`src/rtl/bouncing_box_gen.sv`:
```
// Pixel-colour stage: draws a square box that moves diagonally and bounces off the
// edges of the active area, stepping once every FRAME_DIV frames.
module bouncing_box_gen #(
    parameter int          H_ACTIVE  = 640,
    parameter int          V_ACTIVE  = 480,
    parameter int          BOX_SIZE  = 32,
    parameter int          STEP      = 2,
    parameter int          FRAME_DIV = 1,
    parameter int          INIT_X    = 0,
    parameter int          INIT_Y    = 0,
    parameter logic [11:0] BOX_COLOR = 12'hF00,
    parameter logic [11:0] BG_COLOR  = 12'h00F
) (
    input  logic       clk,
    input  logic       reset,
    input  logic       pix_en,
    input  logic [9:0] x_loc,
    input  logic [9:0] y_loc,
    input  logic       video_on,
    input  logic       run,
    output logic [3:0] red,
    output logic [3:0] green,
    output logic [3:0] blue,
    output logic [9:0] box_x,
    output logic [9:0] box_y,
    output logic       frame_end
);

    localparam int X_MAX = H_ACTIVE - BOX_SIZE;
    localparam int Y_MAX = V_ACTIVE - BOX_SIZE;
    localparam int DIV_W = (FRAME_DIV > 1) ? $clog2(FRAME_DIV) : 1;

    // bit 1 = horizontal direction (1 = left), bit 0 = vertical direction (1 = up)
    typedef enum logic [1:0] {
        DR = 2'b00,
        DL = 2'b10,
        UR = 2'b01,
        UL = 2'b11
    } dir_t;

    dir_t             state_r;
    dir_t             next_state_s;
    logic [9:0]       box_x_r;
    logic [9:0]       box_y_r;
    logic [DIV_W-1:0] div_cnt_r;
    logic [11:0]      colour_r;
    logic             frame_end_r;

    logic             frame_end_s;
    logic             move_due_s;
    logic             in_box_s;
    logic [11:0]      colour_s;
    logic             going_left_s;
    logic             going_up_s;
    logic             next_left_s;
    logic             next_up_s;
    logic [9:0]       next_x_s;
    logic [9:0]       next_y_s;

    // Pixel classification and frame-boundary detection, 11-bit so edges never wrap.
    always_comb begin
        in_box_s = ({1'b0, x_loc} >= {1'b0, box_x_r}) &&
                   ({1'b0, x_loc} <  ({1'b0, box_x_r} + 11'(BOX_SIZE))) &&
                   ({1'b0, y_loc} >= {1'b0, box_y_r}) &&
                   ({1'b0, y_loc} <  ({1'b0, box_y_r} + 11'(BOX_SIZE)));
        if (video_on) begin
            colour_s = in_box_s ? BOX_COLOR : BG_COLOR;
        end else begin
            colour_s = 12'h000;
        end
        frame_end_s = pix_en && video_on &&
                      (x_loc == 10'(H_ACTIVE - 1)) && (y_loc == 10'(V_ACTIVE - 1));
        move_due_s  = frame_end_s && (div_cnt_r == DIV_W'(FRAME_DIV - 1));
    end

    // Next box position and direction; each axis clamps at its limit and reverses.
    always_comb begin
        case (state_r)
            DR:      begin going_left_s = 1'b0; going_up_s = 1'b0; end
            DL:      begin going_left_s = 1'b1; going_up_s = 1'b0; end
            UR:      begin going_left_s = 1'b0; going_up_s = 1'b1; end
            UL:      begin going_left_s = 1'b1; going_up_s = 1'b1; end
            default: begin going_left_s = 1'b0; going_up_s = 1'b0; end
        endcase

        if (!going_left_s) begin
            if (({1'b0, box_x_r} + 11'(STEP)) >= 11'(X_MAX)) begin
                next_x_s    = 10'(X_MAX);
                next_left_s = 1'b1;
            end else begin
                next_x_s    = box_x_r + 10'(STEP);
                next_left_s = 1'b0;
            end
        end else begin
            if (box_x_r <= 10'(STEP)) begin
                next_x_s    = 10'd0;
                next_left_s = 1'b0;
            end else begin
                next_x_s    = box_x_r - 10'(STEP);
                next_left_s = 1'b1;
            end
        end

        if (!going_up_s) begin
            if (({1'b0, box_y_r} + 11'(STEP)) >= 11'(Y_MAX)) begin
                next_y_s  = 10'(Y_MAX);
                next_up_s = 1'b1;
            end else begin
                next_y_s  = box_y_r + 10'(STEP);
                next_up_s = 1'b0;
            end
        end else begin
            if (box_y_r <= 10'(STEP)) begin
                next_y_s  = 10'd0;
                next_up_s = 1'b0;
            end else begin
                next_y_s  = box_y_r - 10'(STEP);
                next_up_s = 1'b1;
            end
        end

        case ({next_left_s, next_up_s})
            2'b00:   next_state_s = DR;
            2'b10:   next_state_s = DL;
            2'b01:   next_state_s = UR;
            2'b11:   next_state_s = UL;
            default: next_state_s = DR;
        endcase
    end

    // Colour pipeline, frame divider and direction FSM; the last pixel of a frame
    // is coloured from the old position while the move lands on the same edge.
    always_ff @(posedge clk) begin
        if (reset) begin
            state_r     <= DR;
            box_x_r     <= 10'(INIT_X);
            box_y_r     <= 10'(INIT_Y);
            div_cnt_r   <= '0;
            colour_r    <= 12'h000;
            frame_end_r <= 1'b0;
        end else begin
            frame_end_r <= frame_end_s;
            if (pix_en) begin
                colour_r <= colour_s;
                if (move_due_s) begin
                    div_cnt_r <= '0;
                    if (run) begin
                        box_x_r <= next_x_s;
                        box_y_r <= next_y_s;
                        state_r <= next_state_s;
                    end
                end else if (frame_end_s) begin
                    div_cnt_r <= div_cnt_r + DIV_W'(1);
                end
            end
        end
    end

    assign red       = colour_r[11:8];
    assign green     = colour_r[7:4];
    assign blue      = colour_r[3:0];
    assign box_x     = box_x_r;
    assign box_y     = box_y_r;
    assign frame_end = frame_end_r;

endmodule
```
`config.mk`:
```
export PLATFORM = sky130hd
export DESIGN_NAME = bouncing_box_gen
export DESIGN_NICKNAME = d
export VERILOG_FILES = /design/src/rtl/bouncing_box_gen.sv
export SDC_FILE = /design/constraint.sdc
export NUM_CORES = 1
export LEC_CHECK = 0
export ABC_AREA = 1
export CAP_MARGIN = 5
export CORE_UTILIZATION = 50
export CTS_BUF_LIST = sky130_fd_sc_hd__clkbuf_8 sky130_fd_sc_hd__clkbuf_16
export DETAILED_ROUTE_END_ITERATION = 10
export GPL_ROUTABILITY_DRIVEN = 0
export PLACE_DENSITY = 0.74
export REMOVE_ABC_BUFFERS = 1
export SYNTH_ARGS = -nofsm -noshare
export SYNTH_HDL_FRONTEND = slang
export SYNTH_SLANG_ARGS = --single-unit
```
`constraint.sdc`:
```
create_clock -name clk -period 2.2 [get_ports clk]
set_input_delay 0.44 -clock clk [delete_from_list [all_inputs] [get_ports clk]]
set_output_delay 0.44 -clock clk [all_outputs]
set_load 0.01 [all_outputs]
```
Yosys cells after proc, flatten, opt, wreduce, memory -nomap -nowiden
Cells that the tools add are included.
{"block": "word_totals", "ff_bits": 36, "in_bits": 25, "out_inout_bits": 33, "wordCells": 67}
{"block": "classes", "add_sub_neg": 9, "n_lt_le_gt_ge": 8, "eq_ne": 8, "mux": 19, "bitwise": 1, "n_reduce_logical": 16}
{"op": "$mux 10", "n": 6}
{"op": "$mux 12", "n": 2}
{"op": "$add 10x2->11 const B", "n": 2}
{"op": "$add 10x6->11 const B", "n": 2}
{"op": "$lt 10x11->1", "n": 2}
{"op": "$add 10x2->10 const B", "n": 2}
{"op": "$ge 10x10->1", "n": 2}
{"op": "$le 10x2->1 const B", "n": 2}
{"op": "$sub 10x2->10 const B", "n": 2}
{"op": "$ge 11x10->1 const B", "n": 1}
{"op": "$ge 11x9->1 const B", "n": 1}
{"op": "$eq 10x10->1 const B", "n": 1}
{"op": "$eq 10x9->1 const B", "n": 1}
{"op": "$eq 2x2->1 const B", "n": 4}
{"op": "$mux 1", "n": 8}
{"op": "$pmux 2 s4", "n": 1}
{"op": "$reduce_or 2->1", "n": 4}
{"op": "$logic_and 1x1->1", "n": 7}
{"op": "$eq 2x1->1 const B", "n": 2}
{"op": "$logic_not 2->1", "n": 2}
{"op": "$pmux 1 s2", "n": 2}
{"op": "$reduce_and 3->1", "n": 1}
{"op": "$reduce_and 2->1", "n": 1}
{"op": "$reduce_bool 2->1", "n": 1}
{"op": "2 further kinds", "n": 2}

Logic depth before layout (Yosys ltp)
Gate-level depths: netlist of run 1.
{"block": "depth", "ltp_word": 7, "mapped_depth": 14, "depth_no_buf": 14}

Least setup slack after synthesis of run 1
No wires, ideal clock.
{"block": "synth_timing", "kind": "register to register", "start": "register box_x_r[5] (netlist: box_x[5])", "end": "register colour_r[3]", "setup_time_ns": 0.132, "arrival_ns": 1.934, "t_required_ns": 2.068, "setup_slack_ns": 0.134, "path_stages_with_launch": 13, "path_buffers": 0, "period_less_slack_ns": 2.066, "cell_sequence": "dfxtp_1 ha_1 nand3_1 xor2_1 ha_1 a21oi_1 nand2_1 nand2_1 nand2_1 nor2_1 nand3_1 nand2_1 a21oi_1"}
{"block": "synth_via", "elab_chain_len": 7, "word_cells_on_any_way": 8, "classes_between": "add/sub: 1; order compare: 2; mux: 2; reduce/logical: 3"}
{"element": "start: declaration", "line": "43", "source": "logic [9:0] box_x_r;"}
{"element": "start signal: assignment", "line": "136", "source": "box_x_r <= 10'(INIT_X);"}
{"element": "start signal: assignment", "line": "148", "source": "box_x_r <= next_x_s;"}
{"element": "$add 10x6->11", "line": "63", "source": "({1'b0, x_loc} < ({1'b0, box_x_r} + 11'(BOX_SIZE))) &&"}
{"element": "$lt 10x11->1", "line": "63"}
{"element": "$logic_and 1x1->1 *", "line": "62", "source": "in_box_s = ({1'b0, x_loc} >= {1'b0, box_x_r}) &&"}
{"element": "$logic_and 1x1->1 *", "line": "63"}
{"element": "$logic_and 1x1->1 *", "line": "64", "source": "({1'b0, y_loc} >= {1'b0, box_y_r}) &&"}
{"element": "$mux 12 *", "line": "67", "source": "colour_s = in_box_s ? BOX_COLOR : BG_COLOR;"}
{"element": "$mux 12 *", "line": "66", "source": "if (video_on) begin"}
{"element": "end signal: assignment", "line": "144", "source": "colour_r <= colour_s;"}
{"element": "end: declaration", "line": "46", "source": "logic [11:0] colour_r;"}
Every way passes the cells marked *; elsewhere a longest branch is shown, timed or not.
A chain may end at the register's enable or synchronous reset.

Final worst setup path of run 1
Same ends and word-level chain as after synthesis.

==> impl_metrics.py, run 1 <==
metrics = {
    "global_route": {
        "grtUsageTotal_pct": 27.5,
        "grt_pass1_wl_mm": 14.0,
        "gr-total-overflow": 0,
        "grt_pass1_vias": 3022,
        "grt_max_degree": 18,
        "antenna_found_initial": 0,
    },
    "timing": {
        "rsz0062_at_grt": "no",
        "hold_viol_final": 0,
        "finalWorstSetupSlack_ps": 119,
        "period_share_pct": 94.6,
        "setup_tns_ps": 0,
        "final_max_slew_viol_count": 0,
        "setup_viol": 0,
        "whs_ps": 459,
        "timing.fmax_mhz": 481,
        "finalCriticalPeriod_ps": 2080,
        "final.setup_skew_ps": 3.54,
    },
    "clocking": {
        "path_clk_slew_ps": 100,
        "cts_hold_buf": 0,
        "cts_sinks": 24,
        "clk_latency_ps": 270,
        "cts_tree": "built",
        "cts_made_buffers": 3,
        "post_cts_buffers": 0,
        "cts_resized": 1,
        "root_buffer": "clkbuf_8",
        "htree_levels": 1,
        "max-clock-path-buffers": 2,
    },
    "floorplanning": {
        "ios": 58,
        "core_area_mm2": 0.00564,
        "die_width_um": 79.5,
        "fp.dieArea_mm2": 0.00633,
        "initial_core_util_pct": 53.3,
        "die-height_um": 79.5,
        "rows": 27,
    },
    "pwr": {
        "ir_drop_uv": 252,
        "clock_power_share_pct": 33.8,
        "seq_power_share_pct": 46.4,
        "cellPowerDensity_mw_per_mm2": 256,
        "p_sw_share_pct": 26.9,
        "power.switching_uw": 253,
        "p_int_uw": 689,
        "comb_power_share_pct": 19.9,
        "cellLeakagePower_nw": 1.73,
    },
    "detailed_routing": {
        "drt_first_pass_iters": 7,
        "drc": 0,
        "drt_iter0_markers": 167,
        "vias_per_cell": 5.35,
        "totalWireLength_mm": 8.26,
        "vias": 3234,
        "wl_per_cell_um": 13.7,
        "drtAntennaViolNets": 0,
    },
    "synthesis": {
        "seq_area_frac_synth_pct": 16.0,
        "postSynthCellCount": 476,
        "ys_ff_latch": 24,
        "async_reset_ff_share_pct": 0,
        "yosysWarnings": 0,
        "synth_common_cells": "114 x nand2_1, 55 x nor2_1, 50 x inv_1, 38 x ha_1, 37 x a21oi_1",
        "synth.avg_cell_area_um2": 6.32,
        "synth_edf_count": 0,
        "dominantRegCellSynth": "dfxtp_1",
        "synth.top_cells.by_area": "dfxtp_1 16%, ha_1 16%, nand2_1 14%, nor2_1 6.9%, inv_1 6.2%",
        "yosysMostFrequentCell": "nand2_1",
        "synth_top_area_share_pct": 16.0,
        "synth_top_area_cell": "dfxtp_1",
        "ys_types": 37,
        "syn_area_mm2": 0.00301,
    },
    "status": {
        "outcome": "completed",
    },
    "placement": {
        "io_buffer_count": 51,
        "pre_cts_slack_ps": -42.5,
        "hpwl_mm": 6.58,
    },
    "layout": {
        "layout-drive-gt1-share_pct": 11.1,
        "nets": 596,
        "antennaDiodeCount": 0,
        "areaGrowthSynthToFinish_pct": 22.2,
        "fin_util_pct": 65.1,
    },
    "critical_path": {
        "worst_setup_path_end_kind": "flip-flop",
        "arrival_ps": 2250,
        "worst_ep_required_time_ps": 2370,
        "path_class": "reg2reg",
        "start_kind": "flip-flop",
        "r2r_slack_ps": 120,
        "cp_max_fo": 6,
    },
    "run": {
        "cap_violations": 0,
    },
    "min_path": {
        "hold_class": "reg2reg",
    },
}
==> routing by layer <==
metal | global-route usage (%) | wire, µm | share of wire, %
met5 | 0 | 0 | 0
met4 | 4.55 | 68 | 0.82
met3 | 3.09 | 426 | 5.2
met2 | 50.9 | 4250 | 51
met1 | 34.3 | 3510 | 43
==> kinds of logic (layout without fill, tap and decap cells) <==
logic type                 count (synthesis)  count (layout)  synth area share (%)
AOI/OAI and AO/OA                         65              65                  11.4
xor gates and xnor gates                  22              22                  6.66
adders and majority gates                 38              38                  15.8
buffers and inverters                     81             132                  12.5
DFF                                       24              24                  16.0
other                                      1               6                 0.125
and+or+nand+nor                          245             245                  37.5
==> power by group through the flow <==
| stage | sequential, mW | combinational, mW | clock, mW |
|---|---|---|---|
| detailed placement | 0.447 | 0.185 | 0 |
| floorplan | 0.449 | 0.0884 | 0 |
| global placement | 0.447 | 0.180 | 0 |
| global route | 0.437 | 0.212 | 0.340 |
| CTS | 0.437 | 0.186 | 0.324 |
| finish | 0.437 | 0.187 | 0.318 |
==> worst max-delay path, stage by stage (launching register included) <==
cell     delay (ps)
dfxtp_2         400
ha_2            240
nand3_2         130
xor2_1          180
ha_1            310
a21oi_1         160
nand2_1          70
nand2_1          70
nand2_1          80
nor2_2          140
nand3_1          80
nand2_1          70
a21oi_1          50
==> final timing paths <==
path             start     endpoint  cells after the start
max           box_x[5]  colour_r[3]                     12
min reg2reg  div_cnt_r    div_cnt_r                      2
max reg2reg   box_x[5]  colour_r[3]                     12
min          div_cnt_r    div_cnt_r                      2
==> state kept, by name, summed over array words and instances, names as in the netlist <==
signal / count
frame_end: 1
box_x: 9
state_r: 2
box_y: 9
colour_r: 2
div_cnt_r: 1
==> per-stage QoR <==
stage | instances | instance area, µm² | power (mW)
finish | 604 | 3670 | 0.942
global route | 604 | 3670 | 0.989
CTS | 604 | 3660 | 0.947
detailed placement | 600 | 3600 | 0.633
global placement | 600 | 3600 | 0.627
floorplan | 460 | 2870 | 0.538
==> area by class of cell <==
| cell class | count | area (µm²) |
|---|---|---|
| Tap cell | 72 | 90.1 |
| Multi-Input combinational cell | 376 | 2180 |
| Clock buffer | 4 | 55.1 |
| Sequential cell | 24 | 484 |
| Timing Repair Buffer | 68 | 638 |
| Fill cell | 546 | 1970 |
| Inverter | 60 | 225 |
==> placed cells by master, fill, tap and decap left out, types with 2 or more instances in the layout <==
cell and n:
nand3_1 32, nand4_1 17, xor2_1 19, nand3_2 4, nand2_1 114, conb_1 6, clkbuf_8 4, or2_2 2
a21o_1 2, dfxtp_2 3, clkdlybuf4s50_1 51, nor3_1 3, nor2_1 53, dfxtp_1 21, nand2_2 6, o21ai_1 2
inv_1 50, o21ai_0 18, nor2_4 4, inv_2 9, ha_1 37, nand2_4 2, o21a_1 2, nor2_2 4
xnor2_1 2, buf_4 17, a21oi_1 37
Power figures use the tool's default switching activity.
==> run 2, diff against run 1 <==
Settings changed: CAP_MARGIN 5 to 20, HOLD_SLACK_MARGIN set to 0.15.
==> results of run 2 <==
The final DEF is identical to that of run 1; final timing and power are the same.
==> run 3, diff against run 2 <==
Settings changed: ABC_AREA 1 to not set, PLACE_DENSITY 0.74 to 0.75.
==> impl_metrics.py, run 3 <==
metrics = {
    "layout": {
        "fillers": 448,
        "nets": 519,
        "final_cell_count_no_fill": 525,
        "layout-drive-gt1-share_pct": 17.8,
        "mostFrequentLayoutCells": "51 x buf_4, 48 x clkdlybuf4s50_1, 38 x ha_1",
        "antennaDiodeCount": 0,
        "final_area_mm2": 0.00375,
        "areaGrowthSynthToFinish_pct": 33.2,
        "final_common_cell": "buf_4",
    },
    "timing": {
        "whs_ps": 503,
        "setup_viol": 0,
        "timing.fmax_mhz": 472,
        "rsz0062_at_grt": "yes",
        "finalWorstSetupSlack_ps": 81.0,
        "finalCriticalPeriod_ps": 2120,
        "final.setup_skew_ps": 5.91,
        "period_share_pct": 96.3,
        "setup_tns_ps": 0,
        "final_max_slew_viol_count": 0,
        "hold_viol_final": 0,
    },
    "critical_path": {
        "path_class": "reg2reg",
        "r2r_slack_ps": 80,
        "ff2ff_path_depth": 8,
        "reg2reg_from": "box_x[5]",
        "arrival_ps": 2300,
        "slowest_delay_ps": 520,
        "worst_setup_path_end_kind": "flip-flop",
        "worst_ep_required_time_ps": 2380,
        "cp_max_fo": 9,
        "slowest_stage": "or4_4",
        "r2r_end": "box_x[5]",
        "path_cells": "buf_4 > or4_4 > a2111oi_4 > buf_4 > a21oi_1 > o21ai_0 > a21oi_1 > o21a_1",
        "start_kind": "flip-flop",
    },
    "clocking": {
        "cts_made_buffers": 3,
        "path_clk_slew_ps": 90,
        "clk_latency_ps": 280,
        "cts_sinks": 24,
        "cts_hold_buf": 0,
        "max-clock-path-buffers": 2,
        "cts_tree": "built",
        "htree_levels": 1,
        "root_buffer": "clkbuf_8",
    },
    "detailed_routing": {
        "wl_per_cell_um": 16.5,
        "drc": 0,
        "drt_iter0_markers": 289,
        "vias": 3204,
        "drtAntennaViolNets": 0,
        "vias_per_cell": 6.10,
        "totalWireLength_mm": 8.69,
        "drt_first_pass_iters": 6,
    },
    "placement": {
        "io_buffer_count": 51,
        "dpl_cell_area_mm2": 0.00364,
        "placed_cells": 520,
        "hpwl_mm": 6.82,
        "pre_cts_slack_ps": -207,
    },
    "synthesis": {
        "synth_top_area_share_pct": 17.1,
        "syn_area_mm2": 0.00281,
        "synth_top_area_cell": "dfxtp_1",
        "seq_area_frac_synth_pct": 17.1,
        "async_reset_ff_share_pct": 0,
        "synth.avg_cell_area_um2": 7.44,
        "ys_types": 59,
        "synth.top_cells.by_area": "dfxtp_1 17%, ha_1 17%, a21oi_1 5.7%, xnor2_1 4.4%, o21ai_0 3.9%",
        "postSynthCellCount": 378,
        "dominantRegCellSynth": "dfxtp_1",
        "yosysWarnings": 0,
        "synth_common_cells": "38 x ha_1, 32 x a21oi_1, 29 x nand2_1, 26 x inv_1, 24 x dfxtp_1",
        "synth_edf_count": 0,
        "ys_ff_latch": 24,
        "yosysMostFrequentCell": "ha_1",
    },
    "floorplanning": {
        "core_area_mm2": 0.00527,
        "rows": 26,
        "initial_core_util_pct": 53.4,
        "die-height_um": 77,
        "die_width_um": 77,
        "ios": 58,
        "fp.dieArea_mm2": 0.00593,
    },
    "global_route": {
        "grtUsageTotal_pct": 29.9,
        "grt_max_degree": 27,
        "grt_pass1_vias": 3086,
        "antenna_found_initial": 0,
        "gr-total-overflow": 0,
        "grt_pass1_wl_mm": 14.4,
    },
    "pwr": {
        "cellPowerDensity_mw_per_mm2": 263,
        "cellLeakagePower_nw": 1.50,
        "ir_drop_uv": 192,
    },
    "min_path": {
        "min_from": "div_cnt_r",
        "min_to": "div_cnt_r",
        "hold_class": "reg2reg",
        "hold_depth": 1,
    },
    "run": {
        "cap_violations": 0,
    },
    "status": {
        "outcome": "completed",
    },
}
[run 3: cell count changes after synthesis, moves of 6 or more]
cell	change
inv_1	-24
nor3_1	+9
buf_2	+12
nor2_1	-34
nand2_2	-6
and3_1	+9
xor2_1	-19
a31oi_1	+8
nand4_1	-8
nand2_1	-85
nand3_1	-15
xnor2_1	+12
inv_2	-8
[run 3: cell type report]
cell class	count	area, µm²	share of cell area, %
clock buffers	4	55.1	1.47
repair buffers	104	941	25.1
multi-input cells	297	2080	55.4
well taps	70	87.6	2.34
inverters	26	97.6	2.60
flip-flops and latches	24	490	13.1
[run 3: what timing repair did]
action | CTS | global route
setup buffers | 0 | 1
endpoints found under the setup margin | 0 | 14
gates resized for setup | 0 | 18
[run 3: metrics by stage]
step	util, %	total power [mW]
finish	71.1	0.984
global route	71.1	1.03
CTS	70.0	0.989
detailed placement	69.0	0.672
global placement	69.0	0.666
floorplan	-	0.545
[run 3: worst max-delay path by stage]
stage                     depth (start not counted)  startpoint        to
final                                             8    box_x[5]  box_x[5]
after global placement                            8    x_loc[1]  box_x[4]
after detailed placement                          6    x_loc[1]  box_y[5]
after global routing                              8    box_y[6]  box_y[5]
after CTS                                         8    box_y[6]  box_y[5]
after floorplan                                   6    box_y[1]  box_y[2]
[run 3: logic make-up (layout without fill, tap and decap cells)]
| family | after synthesis | after routing | share of synthesized area [%] |
|---|---|---|---|
| flip-flops | 24 | 24 | 17.1 |
| AND/OR/NAND/NOR | 127 | 127 | 24.2 |
| XOR/XNOR | 14 | 14 | 4.36 |
| other | 1 | 6 | 0.133 |
| buffers and inverters | 62 | 134 | 10.9 |
| adder cells (fa/ha/maj) | 38 | 38 | 16.9 |
| multiplexers | 1 | 1 | 0.400 |
| AO/OA/AOI/OAI | 111 | 111 | 26.0 |
[run 3: where the power goes]
group	internal, mW	leakage, nW	switching [mW]
Clock	0.160	0.0288	0.157
Combinational	0.121	1.27	0.102
Sequential	0.437	0.198	0.00547
[run 3: worst max-delay path, delay by kind of cell (launching register included)]
family,cells,cell delay [ps]
AO/OA/AOI/OAI,5,760
AND/OR/NAND/NOR,1,520
buffers and inverters,2,380
flip-flops,1,360
[run 3: per-layer routing]
metal | track usage (%) | vias up | share of wire (%)
met2 | 51.2 | 154 | 49
met1 | 38.9 | 1505 | 43
met3 | 3.10 | 18 | 7.1
met5 | 0 | - | 0
met4 | 10.4 | 0 | 1.7
li1 | - | 1527 | -
